===== src/rtl/staircase_seq_ctrl.sv =====
// -----------------------------------------------------------------------------
// staircase_seq_ctrl
//
// Sequencing controller for the staircase counter datapath. A start command
// carries a row limit L and a pass count P; the block then streams the values
// 1; 1,2; 1,2,3; ... 1..L, and repeats that whole pattern P times. Each value
// is one beat on a valid/ready stream, so the consumer may stall it.
//
// Ports
//   clk        rising-edge clock
//   rst        asynchronous, active-high reset
//   start      command strobe, only looked at while idle
//   limit      row limit L (W bits), latched when a start is accepted
//   passes     pass count P (PW bits), latched when a start is accepted
//   abort      terminate the current run, only looked at while running
//   out_ready  consumer ready
//   out_valid  beat valid
//   out_data   current staircase value (column)
//   out_last   beat closes its row
//   out_eop    beat closes its pass
//   busy       high while running
//   done       one-cycle pulse once all passes have been delivered
//   err        one-cycle pulse after a rejected start (L==0 or P==0)
//   pass_cnt   passes completed in the current or most recent run
//
// Every output is decoded from registered state only, so no input reaches an
// output without passing through a flop.
// -----------------------------------------------------------------------------
module staircase_seq_ctrl #(
    parameter int W  = 3,
    parameter int PW = 8
) (
    input  logic          clk,
    input  logic          rst,
    input  logic          start,
    input  logic [W-1:0]  limit,
    input  logic [PW-1:0] passes,
    input  logic          abort,
    input  logic          out_ready,
    output logic          out_valid,
    output logic [W-1:0]  out_data,
    output logic          out_last,
    output logic          out_eop,
    output logic          busy,
    output logic          done,
    output logic          err,
    output logic [PW-1:0] pass_cnt
);

    typedef enum logic [1:0] {
        S_IDLE = 2'd0,
        S_RUN  = 2'd1,
        S_DONE = 2'd2
    } state_t;

    state_t        state, state_n;
    logic [W-1:0]  row, row_n;
    logic [W-1:0]  col, col_n;
    logic [W-1:0]  lim, lim_n;
    logic [PW-1:0] npass, npass_n;
    logic [PW-1:0] pcnt, pcnt_n;
    logic          err_q, err_n;
    logic          run;

    // State and datapath registers
    always_ff @(posedge clk or posedge rst) begin
        if (rst) begin
            state <= S_IDLE;
            row   <= '0;
            col   <= '0;
            lim   <= '0;
            npass <= '0;
            pcnt  <= '0;
            err_q <= 1'b0;
        end else begin
            state <= state_n;
            row   <= row_n;
            col   <= col_n;
            lim   <= lim_n;
            npass <= npass_n;
            pcnt  <= pcnt_n;
            err_q <= err_n;
        end
    end

    // Next-state and counter update
    always_comb begin
        state_n = state;
        row_n   = row;
        col_n   = col;
        lim_n   = lim;
        npass_n = npass;
        pcnt_n  = pcnt;
        err_n   = 1'b0;

        case (state)
            S_IDLE: begin
                if (start) begin
                    if (limit == '0 || passes == '0) begin
                        err_n = 1'b1;
                    end else begin
                        lim_n   = limit;
                        npass_n = passes;
                        row_n   = W'(1);
                        col_n   = W'(1);
                        pcnt_n  = '0;
                        state_n = S_RUN;
                    end
                end
            end

            S_RUN: begin
                // abort wins over any same-cycle transfer: nothing advances
                if (abort) begin
                    state_n = S_IDLE;
                end else if (out_ready) begin
                    if (col != row) begin
                        col_n = col + W'(1);
                    end else if (row != lim) begin
                        row_n = row + W'(1);
                        col_n = W'(1);
                    end else begin
                        pcnt_n = pcnt + PW'(1);
                        if (pcnt_n == npass) begin
                            state_n = S_DONE;
                        end else begin
                            // next pass starts on the following cycle, no gap
                            row_n = W'(1);
                            col_n = W'(1);
                        end
                    end
                end
            end

            S_DONE: begin
                state_n = S_IDLE;
            end

            default: begin
                state_n = S_IDLE;
            end
        endcase
    end

    // Output decode from registered state
    assign run       = (state == S_RUN);
    assign out_valid = run;
    assign out_data  = col;
    // gated with run so that the all-zero reset state does not read as col==row
    assign out_last  = run && (col == row);
    assign out_eop   = run && (col == row) && (row == lim);
    assign busy      = run;
    assign done      = (state == S_DONE);
    assign err       = err_q;
    assign pass_cnt  = pcnt;

endmodule


===== config.mk =====
export PLATFORM = sky130hd
export DESIGN_NAME = staircase_seq_ctrl
export DESIGN_NICKNAME = d
export VERILOG_FILES = /design/src/rtl/staircase_seq_ctrl.sv
export SDC_FILE = /design/constraint.sdc
export NUM_CORES = 1
export LEC_CHECK = 0
export ABC_AREA = 1
export BUFFER_PORTS_ARGS = -buffer_cell sky130_fd_sc_hd__buf_2
export CAP_MARGIN = 20
export CORE_MARGIN = 2
export CORE_UTILIZATION = 52
export DETAILED_ROUTE_END_ITERATION = 10
export PLACE_DENSITY_LB_ADDON = 0.15
export SYNTH_ARGS = -nofsm -noshare
export SYNTH_HDL_FRONTEND = slang
export SYNTH_SLANG_ARGS = --single-unit

===== constraint.sdc =====
create_clock -name clk -period 5.2 [get_ports clk]
set_input_delay 1.04 -clock clk [delete_from_list [all_inputs] [get_ports clk]]
set_output_delay 1.04 -clock clk [all_outputs]
set_load 0.01 [all_outputs]

==> results.json, run 1 <==
{
  "status": "finished clean",
  "ant_nets": 0,
  "antenna_cells": 0,
  "cts_setup_buffers": 0,
  "cp_slowest_cell": "dfrtp_1",
  "final-setup-viol-count": 0,
  "clk_path_buf_depth": 2,
  "yosysTopAreaCell": "dfrtp_1",
  "p_leak_nw": 1.10,
  "die_y_microns": 63.1,
  "grt_pass1_wl_microns": 6220,
  "fmaxAchievable_mhz": 395,
  "synth_top_area_share_pct": 38.6,
  "period_minus_slack_ps": 2530,
  "synth-seq-cells": 28,
  "place_hpwl_microns": 2710,
  "async_flop_share_pct": 100,
  "first_global_vias": 1436,
  "insertion_delay_ps": 320,
  "syn_nets": 276,
  "drive_above_1_share_pct": 19.1,
  "route.detailed.drc": 0,
  "worst_slew_pin_slew_ps": 604,
  "grt_max_degree": 29,
  "ir_drop_mv": 0.230,
  "grt_overflow": 0,
  "cts_root_buf": "clkbuf_4",
  "drv_cap": 0,
  "dieArea_sq_um": 3980,
  "grt_antenna_before_repair": 0,
  "hold_viol": 0,
  "startpoint_type": "flop",
  "required_ps": 4160,
  "track_usage_pct": 19.2,
  "num_rows": 21,
  "viasPerCell": 4.88,
  "p_per_area_nw_per_um2": 473,
  "skew_ps": 11.2,
  "syn_area_per_cell_sq_um": 7.07,
  "cts_max_level": 1,
  "critical_path_arrival_ps": 1490,
  "synth_seq_area_share_pct": 38.6,
  "utilization_pct": 61.3,
  "synth_common_cells": "88 x nand2_1, 34 x inv_1, 28 x dfrtp_1",
  "ys_warn_count": 0,
  "cts_tree": "done",
  "synth.distinct_cells": 28,
  "dr.pass1.iters": 5,
  "drtIter0Drc": 91,
  "port_buffers": 32,
  "core-area_sq_um": 3340,
  "worstHoldPathType": "flop to flop",
  "endpoint_kind": "primary output",
  "die_w_microns": 63.1,
  "clkTransAtPathRegs_ps": 140,
  "synthCells": 257,
  "path_cells": "xnor2_1 > nand3_1 > nor2_1 > buf_2",
  "hold_buffers": 0,
  "synth_edf_count": 0,
  "vias": 1631,
  "wire_per_inst_microns": 10.3,
  "synth_area_sq_um": 1820,
  "yosys-top-cells-area": "dfrtp_1 39%, nand2_1 18%, inv_1 7.0%",
  "yosysMostFrequentCell": "nand2_1",
  "cts_buffers": 3,
  "fin_setup_tns_ps": 0,
  "io_pins": 33,
  "worstSetupPathType": "flop to primary output",
  "start_util_pct": 54.4,
  "slowest_delay_ps": 480,
  "routed_wl_microns": 3450,
  "layout.nets": 309,
  "relSlewSlack_pct": 59.6,
  "area_growth_pct": 12.5,
  "clock_sinks": 28,
  "gp_congestion": 0.847,
  "cts_resized": 0,
  "path_max_fanout": 4,
  "rsz0062_at_grt": "no",
  "period_share_pct": 48.6,
  "final-max-slew-violation-count": 0,
  "ys.flop_type": "dfrtp_1"
}
==> flip-flops by register name (all words and copies together) (netlist names) <==
signal,count
npass,8
lim,3
state,2
row,3
pass_cnt,8
err,1
out_data,3
==> cell families (layout without fill, tap and decap cells) <==
kind of cell             after synthesis  after routing  share of synthesized area (%)
AND/OR/NAND/NOR                      150            150                           38.9
buffers and inverters                 45             76                           9.78
flip-flops                            28             28                           38.6
AO/OA/AOI/OAI                         22             22                           6.34
XOR/XNOR                               9              9                           4.34
adder cells (fa/ha/maj)                3              3                           2.07
==> final cells by class <==
cell class | count | area, sq um
Inverter | 40 | 150
Timing Repair Buffer | 33 | 175
Tap cell | 46 | 57.6
Multi-Input combinational cell | 184 | 938
Sequential cell | 28 | 701
Clock buffer | 3 | 22.5
Fill cell | 343 | 1290
==> path summary, 6_finish.rpt <==
path	from	endpoint	slack (ps)	depth (start not counted)
min in group asynchronous	rst	state[1]$_DFFE_PP0P_	740	2
max in group asynchronous	rst	err$_DFF_PP0_	3990	3
worst max register to register	pass_cnt[0]$_DFFE_PP0P_	out_data[1]$_DFFE_PP0P_	3140	13
worst max-delay path	row[2]$_DFFE_PP0P_	out_last	2670	4
worst min register to register	npass[1]$_DFFE_PP0P_	npass[1]$_DFFE_PP0P_	520	2
worst min-delay path	npass[1]$_DFFE_PP0P_	npass[1]$_DFFE_PP0P_	520	2
==> report_power, final <==
part	internal [mW]	switching, mW
sequential	0.289	0.0884
clock	0.0271	0.0580
combinational	0.194	0.311
==> critical path: cells and delay by family, from the launching register on <==
kind / cells / cell delay [ps]
DFF: 1 / 480
and+or+nand+nor: 2 / 330
xor gates and xnor gates: 1 / 200
buffers and inverters: 1 / 160
==> through the flow <==
step | std cells | hold slack [ps] | area (sq um) | setup WS, ps | power (mW)
floorplan | 257 | 466 | 1820 | 3130 | 0.776
finish | 334 | 525 | 2040 | 2670 | 0.967
detailed placement | 330 | 500 | 2010 | 2860 | 0.888
global route | 334 | 556 | 2040 | 2490 | 1.08
global placement | 330 | 493 | 2010 | 2870 | 0.880
CTS | 333 | 532 | 2030 | 2650 | 0.974
==> layer usage <==
layer | share of wire [%] | global-route usage (%) | up-vias
li1 | - | - | 866
met1 | 52 | 27.7 | 730
met2 | 44 | 29.5 | 33
met3 | 3.7 | 3.93 | 2
met4 | 0.70 | 4.72 | 0
met5 | 0 | 0 | -
==> cell usage in the layout (no fill, tap or decap) <==
master	n
nand2_2	5
inv_1	34
nand3b_1	2
nor3_1	2
nand2_1	88
xnor2_1	9
inv_2	4
o21ai_0	11
nor2_1	17
nand3_2	1
nand3_4	1
clkbuf_4	3
a21boi_1	1
and2_1	1
o21ai_1	7
buf_8	1
nor2_8	1
nand4_2	2
nand4_1	5
nor2_4	3
nor2_2	2
buf_2	32
nand3_1	20
a21oi_1	2
o31ai_1	1
clkinv_1	2
ha_1	3
dfrtp_1	28
No activity file was read; power rests on OpenSTA's default activity.
==> inputs of run 2 (changes only) <==
Clock period 5.2 ns to 2.5 ns, I/O delays scaled along.
==> results.json, run 2 (synthesis gave the netlist of run 1 again) <==
{
  "status": "finished clean",
  "vias": 1631,
  "grt_max_degree": 29,
  "final-setup-viol-count": 0,
  "p_per_area_nw_per_um2": 991,
  "clk_path_buf_depth": 2,
  "startpoint_type": "flop",
  "worst-path-buf-inv": 1,
  "r2r_cells": 13,
  "path_max_fanout": 4,
  "cts_root_buf": "clkbuf_4",
  "area_growth_pct": 12.1,
  "cts_resized": 0,
  "drive_above_1_share_pct": 19.1,
  "r2r-end": "row[0]$_DFFE_PP0P_",
  "start_util_pct": 54.4,
  "place_hpwl_microns": 2760,
  "route.detailed.drc": 0,
  "timing.hold.ws_ps": 205,
  "cts_max_level": 1,
  "ant_nets": 0,
  "antenna_cells": 0,
  "rsz0062_at_grt": "no",
  "critical_path_arrival_ps": 1520,
  "worstHoldPathType": "primary input to async pin",
  "hold_buffers": 0,
  "instances_no_fill": 334,
  "r2r_start": "pass_cnt[0]$_DFFE_PP0P_",
  "grt_overflow": 0,
  "hold_viol": 0,
  "cts_buffers": 3,
  "layout_common_cells": "88 x nand2_1, 34 x inv_1, 32 x buf_2",
  "track_usage_pct": 19.4,
  "die_w_microns": 63.1,
  "cts_tree": "done",
  "wire_per_inst_microns": 10.5,
  "io_pins": 33,
  "ir_drop_mv": 0.513,
  "viasPerCell": 4.88,
  "relSlewSlack_pct": 62.0,
  "period_minus_slack_ps": 2020,
  "required_ps": 2000,
  "dieArea_sq_um": 3980,
  "p_leak_nw": 1.10,
  "clock_sinks": 28,
  "gp_congestion": 0.781,
  "routed_wl_microns": 3490,
  "layout.nets": 309,
  "num_rows": 21,
  "die_y_microns": 63.1,
  "slowest_delay_ps": 480,
  "core-area_sq_um": 3340,
  "final-max-slew-violation-count": 0,
  "cts_setup_buffers": 0,
  "first_global_vias": 1445,
  "drtIter0Drc": 67,
  "fmaxAchievable_mhz": 496,
  "period_share_pct": 80.7,
  "path_cells": "xnor2_1 > nand3_1 > nor2_1 > buf_2",
  "endpoint_kind": "primary output",
  "crit_start": "row[2]$_DFFE_PP0P_",
  "port_buffers": 32,
  "fin_setup_tns_ps": 0,
  "dr.pass1.iters": 4,
  "grt_antenna_before_repair": 0,
  "insertion_delay_ps": 330,
  "cp_num_cells": 4,
  "dp_cells": 331,
  "final_common_cell": "nand2_1",
  "r2r_slack_ps": 490,
  "worstSetupPathType": "flop to primary output",
  "clkTransAtPathRegs_ps": 140,
  "drv_cap": 0,
  "crit_end": "out_last",
  "skew_ps": 3.78,
  "fillers": 336,
  "cp_slowest_cell": "dfrtp_1",
  "grt_pass1_wl_microns": 6240,
  "path_delay_family": "flip-flops",
  "worst_slew_pin_slew_ps": 568
}
[run 2: cell counts in the layout (fill, tap and decap cells not counted)]
No cell type changed its count.
[run 2: layer usage]
metal,share of wire (%),GRT usage [%]
met1,50,27.3
met2,45,31.4
met3,3.4,2.68
met4,1.1,5.00
met5,0,0
[run 2: stage by stage]
step	worst slack, ps	utilization (%)	total power, mW	area, sq um
detailed placement	572	60.4	1.85	2010
global placement	598	60.4	1.83	2010
CTS	476	61.0	2.04	2040
floorplan	801	-	1.61	1820
finish	483	61.0	2.02	2040
global route	286	61.0	2.24	2040
[run 2: worst min-delay path by stage]
stage | end | slack [ps] | cells after the start
2_1_floorplan | npass[2]$_DFFE_PP0P_ | 470 | 2
3_3_place_gp | npass[2]$_DFFE_PP0P_ | 490 | 2
3_5_place_dp | npass[2]$_DFFE_PP0P_ | 500 | 2
4_1_cts | npass[5]$_DFFE_PP0P_ | 220 | 3
5_1_grt | err$_DFF_PP0_ | 220 | 3
6_report | err$_DFF_PP0_ | 200 | 3
[run 2: area by class of cell]
type / count / area (sq um) / share of cell area, %
Tap cell: 46 / 57.6 / 2.83
Inverter: 40 / 150 / 7.37
Timing Repair Buffer: 33 / 168 / 8.23
Clock buffer: 3 / 22.5 / 1.11
Multi-Input combinational cell: 184 / 938 / 46.1
Sequential cell: 28 / 701 / 34.4
[run 2: tightest hold or removal path, stage by stage]
cell and delay (ps):
buf_2 90, inv_1 40, buf_4 320
[run 2: where the power goes]
| part | internal (mW) | total [mW] | switching [mW] |
|---|---|---|---|
| registers | 0.601 | 0.781 | 0.180 |
| logic | 0.401 | 1.05 | 0.647 |
| clock network | 0.0567 | 0.189 | 0.133 |
